[src/rtl/sr_sched.sv]
// sr_sched: accepts one configuration word, drives it into a shift-register engine and optionally reads it back to verify.
// Latency: the word is accepted in IDLE and WRITE starts next cycle; done pulses one cycle after the final sr_load edge, CHECK or timeout.
// Backpressure: req_ready is high only in IDLE, so req_valid while busy is ignored. Macro SR_READBACK_EN enables VERIFY/CHECK with retries.
module sr_sched #(
    parameter int WIDTH     = 170,
    parameter int MAX_RETRY = 3,
    parameter int TIMEOUT   = 1024
) (
    input  logic             clk,
    input  logic             rst,
    input  logic             req_valid,
    output logic             req_ready,
    input  logic [WIDTH-1:0] req_data,
    output logic             sr_start,
    output logic [WIDTH-1:0] sr_din,
    input  logic             sr_load,
    input  logic [WIDTH-1:0] sr_dout,
    output logic             done,
    output logic             pass,
    output logic             timeout_err,
    output logic [3:0]       retry_cnt,
    output logic             busy
);

`ifdef SR_READBACK_EN
    typedef enum logic [2:0] {IDLE, WRITE, VERIFY, CHECK, DONE} state_t;
    localparam logic [3:0] RETRY_MAX = 4'(MAX_RETRY);
`else
    typedef enum logic [2:0] {IDLE, WRITE, DONE} state_t;
    // Without readback, the chain output and retry limit have no consumer.
    logic unused_readback;
    assign unused_readback = ^{sr_dout, 4'(MAX_RETRY)};
`endif

    // Last cycle in WRITE/VERIFY before giving up on the engine.
    localparam logic [15:0] TO_LAST = 16'(TIMEOUT - 1);

    state_t      state, state_nxt;
    logic        load_q;
    logic        load_edge;
    logic [15:0] cnt;
    logic        cnt_hit;
    logic        accept, fin_pass, fin_fail, fin_to, retry_inc;

    assign load_edge = sr_load & ~load_q;
    assign cnt_hit   = (cnt == TO_LAST);
    assign req_ready = (state == IDLE);
    assign busy      = (state != IDLE);
    assign done      = (state == DONE);
`ifdef SR_READBACK_EN
    assign sr_start  = (state == WRITE) || (state == VERIFY);
`else
    assign sr_start  = (state == WRITE);
`endif

    // Next-state and one-cycle control strobes for the result registers.
    always_comb begin
        state_nxt = state;
        accept    = 1'b0;
        fin_pass  = 1'b0;
        fin_fail  = 1'b0;
        fin_to    = 1'b0;
        retry_inc = 1'b0;
        case (state)
            IDLE: begin
                if (req_valid) begin
                    accept    = 1'b1;
                    state_nxt = WRITE;
                end
            end
            WRITE: begin
                if (load_edge) begin
`ifdef SR_READBACK_EN
                    state_nxt = VERIFY;
`else
                    fin_pass  = 1'b1;
                    state_nxt = DONE;
`endif
                end else if (cnt_hit) begin
                    fin_to    = 1'b1;
                    state_nxt = DONE;
                end
            end
`ifdef SR_READBACK_EN
            VERIFY: begin
                if (load_edge) begin
                    state_nxt = CHECK;
                end else if (cnt_hit) begin
                    fin_to    = 1'b1;
                    state_nxt = DONE;
                end
            end
            CHECK: begin
                if (sr_dout == sr_din) begin
                    fin_pass  = 1'b1;
                    state_nxt = DONE;
                end else if (retry_cnt < RETRY_MAX) begin
                    retry_inc = 1'b1;
                    state_nxt = VERIFY;
                end else begin
                    fin_fail  = 1'b1;
                    state_nxt = DONE;
                end
            end
`endif
            DONE: state_nxt = IDLE;
            default: state_nxt = IDLE;
        endcase
    end

    // State, load-edge history and per-state cycle counter (cleared on every state change).
    always_ff @(posedge clk or negedge rst) begin
        if (!rst) begin
            state  <= IDLE;
            load_q <= 1'b0;
            cnt    <= 16'd0;
        end else begin
            state  <= state_nxt;
            load_q <= sr_load;
            if (sr_start && (state_nxt == state))
                cnt <= cnt + 16'd1;
            else
                cnt <= 16'd0;
        end
    end

    // Request word and result registers: cleared at acceptance, then held until the next one.
    always_ff @(posedge clk or negedge rst) begin
        if (!rst) begin
            sr_din      <= '0;
            pass        <= 1'b0;
            timeout_err <= 1'b0;
            retry_cnt   <= 4'd0;
        end else begin
            if (accept) begin
                sr_din      <= req_data;
                pass        <= 1'b0;
                timeout_err <= 1'b0;
                retry_cnt   <= 4'd0;
            end
            if (fin_pass)
                pass <= 1'b1;
            if (fin_fail)
                pass <= 1'b0;
            if (fin_to) begin
                pass        <= 1'b0;
                timeout_err <= 1'b1;
            end
            if (retry_inc)
                retry_cnt <= retry_cnt + 4'd1;
        end
    end

endmodule
[config.mk]
export PLATFORM = sky130hd
export DESIGN_NAME = sr_sched
export DESIGN_NICKNAME = d
export VERILOG_FILES = /design/src/rtl/sr_sched.sv
export SDC_FILE = /design/constraint.sdc
export NUM_CORES = 1
export LEC_CHECK = 0
export ABC_AREA = 1
export CAP_MARGIN = 5
export CORE_AREA = 2 2 203 205
export CTS_BUF_LIST = sky130_fd_sc_hd__clkbuf_8
export CTS_CLUSTER_SIZE = 12
export DETAILED_ROUTE_END_ITERATION = 10
export DIE_AREA = 0 0 205 207
export GPL_ROUTABILITY_DRIVEN = 0
export GPL_TIMING_DRIVEN = 0
export PLACE_DENSITY_LB_ADDON = 0.12
export SLEW_MARGIN = 25
export SYNTH_ARGS = -nofsm -noshare
export SYNTH_HDL_FRONTEND = slang
export SYNTH_SLANG_ARGS = --single-unit
[constraint.sdc]
create_clock -name clk -period 1.4 [get_ports clk]
set_input_delay 0.28 -clock clk [delete_from_list [all_inputs] [get_ports clk]]
set_output_delay 0.28 -clock clk [all_outputs]
set_load 0.02 [all_outputs]
==> run_summary.xml <==
<?xml version="1.0" encoding="UTF-8"?>
<metrics>
  <group name="timing">
    <metric name="worst_clock_skew" unit="ns">0.0166</metric>
    <metric name="period_minus_slack" unit="ns">1.69</metric>
    <metric name="max_slew.worst_pin.slew" unit="ns">0.514</metric>
    <metric name="timing.final.max_slew_violations" unit="">0</metric>
    <metric name="clock.fmax" unit="MHz">592</metric>
    <metric name="grt_setup_unrepaired" unit="">true</metric>
    <metric name="setup_tns" unit="ns">-29.99</metric>
    <metric name="final_setup_violations" unit="">177</metric>
    <metric name="postLayoutSetupSlackWorst" unit="ns">-0.290</metric>
    <metric name="relSlewSlack" unit="%">65.8</metric>
    <metric name="finalCritPeriodShare" unit="%">121</metric>
    <metric name="hold_fails_final_rpt" unit="">0</metric>
  </group>
  <group name="logic_synthesis">
    <metric name="synth.top_cell.area_share" unit="%">60.4</metric>
    <metric name="fraction_of_the_yosys_area_taken_by_sequential_cells" unit="%">60.4</metric>
    <metric name="synth.avg_cell_area" unit="sq um">8.95</metric>
    <metric name="yosys_register_bits" unit="">192</metric>
    <metric name="netlist_area" unit="sq mm">0.00796</metric>
    <metric name="synth_warnings" unit="">0</metric>
    <metric name="synth_top_cells_by_area" unit="">sky130_fd_sc_hd__dfrtp_1, sky130_fd_sc_hd__nand2_1, sky130_fd_sc_hd__nand3_1</metric>
    <metric name="synth_cell_type_count" unit="">22</metric>
    <metric name="yosys.area.top_type" unit="">sky130_fd_sc_hd__dfrtp_1</metric>
    <metric name="synth_cells" unit="">889</metric>
  </group>
  <group name="place">
    <metric name="hpwl" unit="um">21700</metric>
    <metric name="placement.io_buffers" unit="">348</metric>
    <metric name="number_of_cells_after_detailed_placement" unit="">1775</metric>
    <metric name="post_dp_cell_area" unit="sq mm">0.0122</metric>
  </group>
  <group name="die">
    <metric name="floorplan.die.width" unit="um">205</metric>
    <metric name="die_area" unit="sq mm">0.0424</metric>
    <metric name="initial_core_util" unit="%">19.7</metric>
    <metric name="die_h" unit="um">207</metric>
    <metric name="placement_rows" unit="">74</metric>
    <metric name="core_area" unit="sq mm">0.0404</metric>
    <metric name="design.portCount" unit="">524</metric>
  </group>
  <group name="power_and_ir_drop">
    <metric name="cell_internal_pwr" unit="mW">11.5</metric>
    <metric name="power.share.clock" unit="%">24.5</metric>
    <metric name="pwr-share-comb" unit="%">34.5</metric>
    <metric name="switching_share" unit="%">34.0</metric>
    <metric name="ir_drop" unit="mV">0.712</metric>
    <metric name="leakagePower" unit="nW">6.92</metric>
    <metric name="power_density" unit="mW/mm^2">1280</metric>
    <metric name="switching_power" unit="mW">5.90</metric>
    <metric name="seqPwrFrac" unit="%">40.9</metric>
  </group>
  <group name="clock_tree">
    <metric name="clk_path_buf_depth" unit="">2</metric>
    <metric name="cts_tree" unit="">done</metric>
    <metric name="ctsRootBufferMaster" unit="">sky130_fd_sc_hd__clkbuf_8</metric>
    <metric name="cts-buffers-inserted" unit="">17</metric>
    <metric name="cts_sinks" unit="">192</metric>
    <metric name="ctsHtreeMaxLevel" unit="">4</metric>
    <metric name="clkSlewWorstSetupHoldPaths" unit="ns">0.11</metric>
    <metric name="insertion_delay" unit="ns">0.49</metric>
  </group>
  <group name="layout">
    <metric name="layout.filler_cells" unit="">4343</metric>
    <metric name="multi_input_comb_area" unit="sq mm">0.00277</metric>
    <metric name="layoutNonFillerInstCount" unit="">1887</metric>
    <metric name="finish.utilization" unit="%">33.7</metric>
    <metric name="final-seq-area" unit="sq mm">0.00481</metric>
    <metric name="final_net_count" unit="">1686</metric>
    <metric name="postLayoutCellArea" unit="sq mm">0.0136</metric>
    <metric name="area_growth_syn_to_layout" unit="%">71.0</metric>
    <metric name="ratio_of_cells_with_drive_above_1_in_the_final_layout" unit="%">27.2</metric>
  </group>
  <group name="critical_path">
    <metric name="nature_of_the_critical_path_startpoint" unit="">flop</metric>
    <metric name="crit_path_capture_type" unit="">primary output</metric>
    <metric name="worstSetupPathType" unit="">reg -&gt; out</metric>
    <metric name="worstPathRequired" unit="ns">1.12</metric>
    <metric name="critPathMaxFanout" unit="">3</metric>
    <metric name="worst_ep_arrival_time" unit="ns">1.41</metric>
  </group>
  <group name="status">
    <metric name="status" unit="">finished, violations left</metric>
    <metric name="failing_checks" unit="">negative setup slack</metric>
  </group>
  <group name="detailed_routing">
    <metric name="route.detailed.drc" unit="">0</metric>
    <metric name="route.final.wire_length" unit="um">31800</metric>
    <metric name="maxUsedRoutingLayer" unit="">met5</metric>
    <metric name="wl_met3" unit="um">2980</metric>
    <metric name="drt_first_iter_violations" unit="">434</metric>
    <metric name="detailroute.via_count" unit="">7623</metric>
    <metric name="detail-route-antenna-nets" unit="">0</metric>
    <metric name="viasPerCell" unit="">4.04</metric>
    <metric name="met2_wirelength" unit="um">14000</metric>
    <metric name="drt-met1-wl" unit="um">14300</metric>
    <metric name="count_of_tritonroute_iterations_in_the_first_routing_pass" unit="">4</metric>
    <metric name="routed_wire_length_per_instance" unit="um">16.8</metric>
  </group>
  <group name="grt">
    <metric name="antenna_found_initial" unit="">2</metric>
    <metric name="globalRouteTotalUtil" unit="%">14.9</metric>
    <metric name="pin_count_of_the_biggest_net_entering_global_routing" unit="">80</metric>
    <metric name="globalRoute.totalOverflow" unit="">0</metric>
    <metric name="grt_pass1_wl" unit="um">47600</metric>
    <metric name="via_count_of_the_first_global_routing_pass" unit="">7571</metric>
  </group>
  <group name="run">
    <metric name="maxCapViolations" unit="">0</metric>
  </group>
  <group name="worst_hold_path">
    <metric name="hold_path_class" unit="">in -&gt; async</metric>
  </group>
</metrics>
==> layout make-up <==
type / instances / area share [%]
multi-input cells: 626 / 20.3
inverters: 15 / 0.450
well taps: 532 / 4.89
clock inverters: 13 / 1.34
diodes: 1 / 0.0184
clock buffers: 19 / 1.92
plain buffers: 61 / 4.46
flip-flops and latches: 192 / 35.3
repair buffers: 428 / 31.3
==> registers in the layout (all words and copies together), names as in the netlist <==
name,flops
state,3
timeout_err,1
load_q,1
cnt,16
pass,1
sr_din,170
==> worst paths after layout <==
path / from / to / slack [ns] / depth (start not counted)
max reg2reg: state[0]$_DFF_PN0_ / sr_din[106]$_DFFE_PN0P_ / -0.27 / 9
min: rst / sr_din[2]$_DFFE_PN0P_ / 0.26 / 2
min in group clk: sr_load / load_q$_DFF_PN0_ / 0.27 / 1
max: state[0]$_DFF_PN0_ / req_ready / -0.29 / 5
max in group asynchronous: rst / sr_din[120]$_DFFE_PN0P_ / 0.34 / 3
min reg2reg: sr_din[140]$_DFFE_PN0P_ / sr_din[140]$_DFFE_PN0P_ / 0.48 / 2
==> per-layer routing <==
| layer | vias up | GRT usage [%] |
|---|---|---|
| met1 | 3592 | 19.6 |
| met4 | 4 | 4.24 |
| li1 | 3736 | - |
| met2 | 265 | 22.7 |
| met3 | 26 | 5.49 |
| met5 | - | 0 |
==> Yosys cell counts <==
cell type and number:
sky130_fd_sc_hd__o21bai_1 2, sky130_fd_sc_hd__nand3_1 176, sky130_fd_sc_hd__nor2_2 3, sky130_fd_sc_hd__conb_1 1
sky130_fd_sc_hd__o21ai_0 3, sky130_fd_sc_hd__clkinv_1 1, sky130_fd_sc_hd__inv_2 1, sky130_fd_sc_hd__nand4_1 5
sky130_fd_sc_hd__nor3_1 1, sky130_fd_sc_hd__buf_2 20, sky130_fd_sc_hd__nand2_1 382, sky130_fd_sc_hd__nand2_4 1
sky130_fd_sc_hd__buf_6 20, sky130_fd_sc_hd__nor2_1 36, sky130_fd_sc_hd__clkbuf_1 7, sky130_fd_sc_hd__nand2_2 3
sky130_fd_sc_hd__inv_1 13, sky130_fd_sc_hd__ha_1 1, sky130_fd_sc_hd__dfrtp_1 192, sky130_fd_sc_hd__buf_4 14
sky130_fd_sc_hd__xnor2_1 2, sky130_fd_sc_hd__xor2_1 5
==> power groups by stage <==
stage | Sequential, mW | Clock (mW) | Combinational [mW]
3_3_place_gp | 7.12 | 0 | 5.61
4_1_cts | 7.04 | 4.49 | 5.42
2_1_floorplan | 8.32 | 0 | 1.18
6_report | 7.11 | 4.26 | 6.00
3_5_place_dp | 7.13 | 0 | 5.61
5_1_grt | 7.22 | 4.70 | 6.48
==> cell usage in the layout (no fill, tap or decap), types with 7 or more instances in the layout <==
cell,netlist,final
sky130_fd_sc_hd__buf_2,20,96
sky130_fd_sc_hd__buf_8,0,16
sky130_fd_sc_hd__nor2_2,3,10
sky130_fd_sc_hd__bufbuf_16,0,11
sky130_fd_sc_hd__nand2_1,382,379
sky130_fd_sc_hd__clkdlybuf4s50_1,0,171
sky130_fd_sc_hd__inv_1,13,13
sky130_fd_sc_hd__buf_6,20,100
sky130_fd_sc_hd__nand3_1,176,175
sky130_fd_sc_hd__clkbuf_8,0,19
sky130_fd_sc_hd__buf_12,0,8
sky130_fd_sc_hd__dfrtp_1,192,191
sky130_fd_sc_hd__buf_4,14,69
sky130_fd_sc_hd__nor2_1,36,26
sky130_fd_sc_hd__buf_16,0,7
sky130_fd_sc_hd__clkbuf_1,7,7
==> what timing repair did <==
action / in CTS / in global routing
endpoints found under the setup margin: 366 / 298
pin swaps: 7 / 5
setup buffers: 16 / 46
hold endpoints to repair: 41 / 0
gates resized for setup: 851 / 145
gates cloned: 15 / 2
hold buffers: 1 / 0
==> metrics by stage <==
step                      setup slack [ns]  hold WS [ns]  total power, mW
after floorplan                     0.0588       -0.0156             9.51
after global routing                -0.395         0.226             18.4
final                               -0.290         0.260             17.4
after detailed placement            -0.801         0.215             12.7
after CTS                           -0.358         0.206             16.9
after global placement               -9.32         0.453             12.7
==> critical path: stages, from the launching register on <==
cell	delay, ns
sky130_fd_sc_hd__dfrtp_1	0.41
sky130_fd_sc_hd__nor2_1	0.13
sky130_fd_sc_hd__nand2_2	0.10
sky130_fd_sc_hd__inv_4	0.08
sky130_fd_sc_hd__buf_12	0.10
sky130_fd_sc_hd__buf_8	0.10
==> cells by family after synthesis <==
| kind of cell | synth area share [%] |
|---|---|
| DFF | 60.4 |
| AOI/OAI and AO/OA | 0.377 |
| adders and majority gates | 0.157 |
| other | 0.0471 |
| and+or+nand+nor | 31.8 |
| buffers and inverters | 6.44 |
| xor gates and xnor gates | 0.770 |
(Power assumes the default switching activity.)
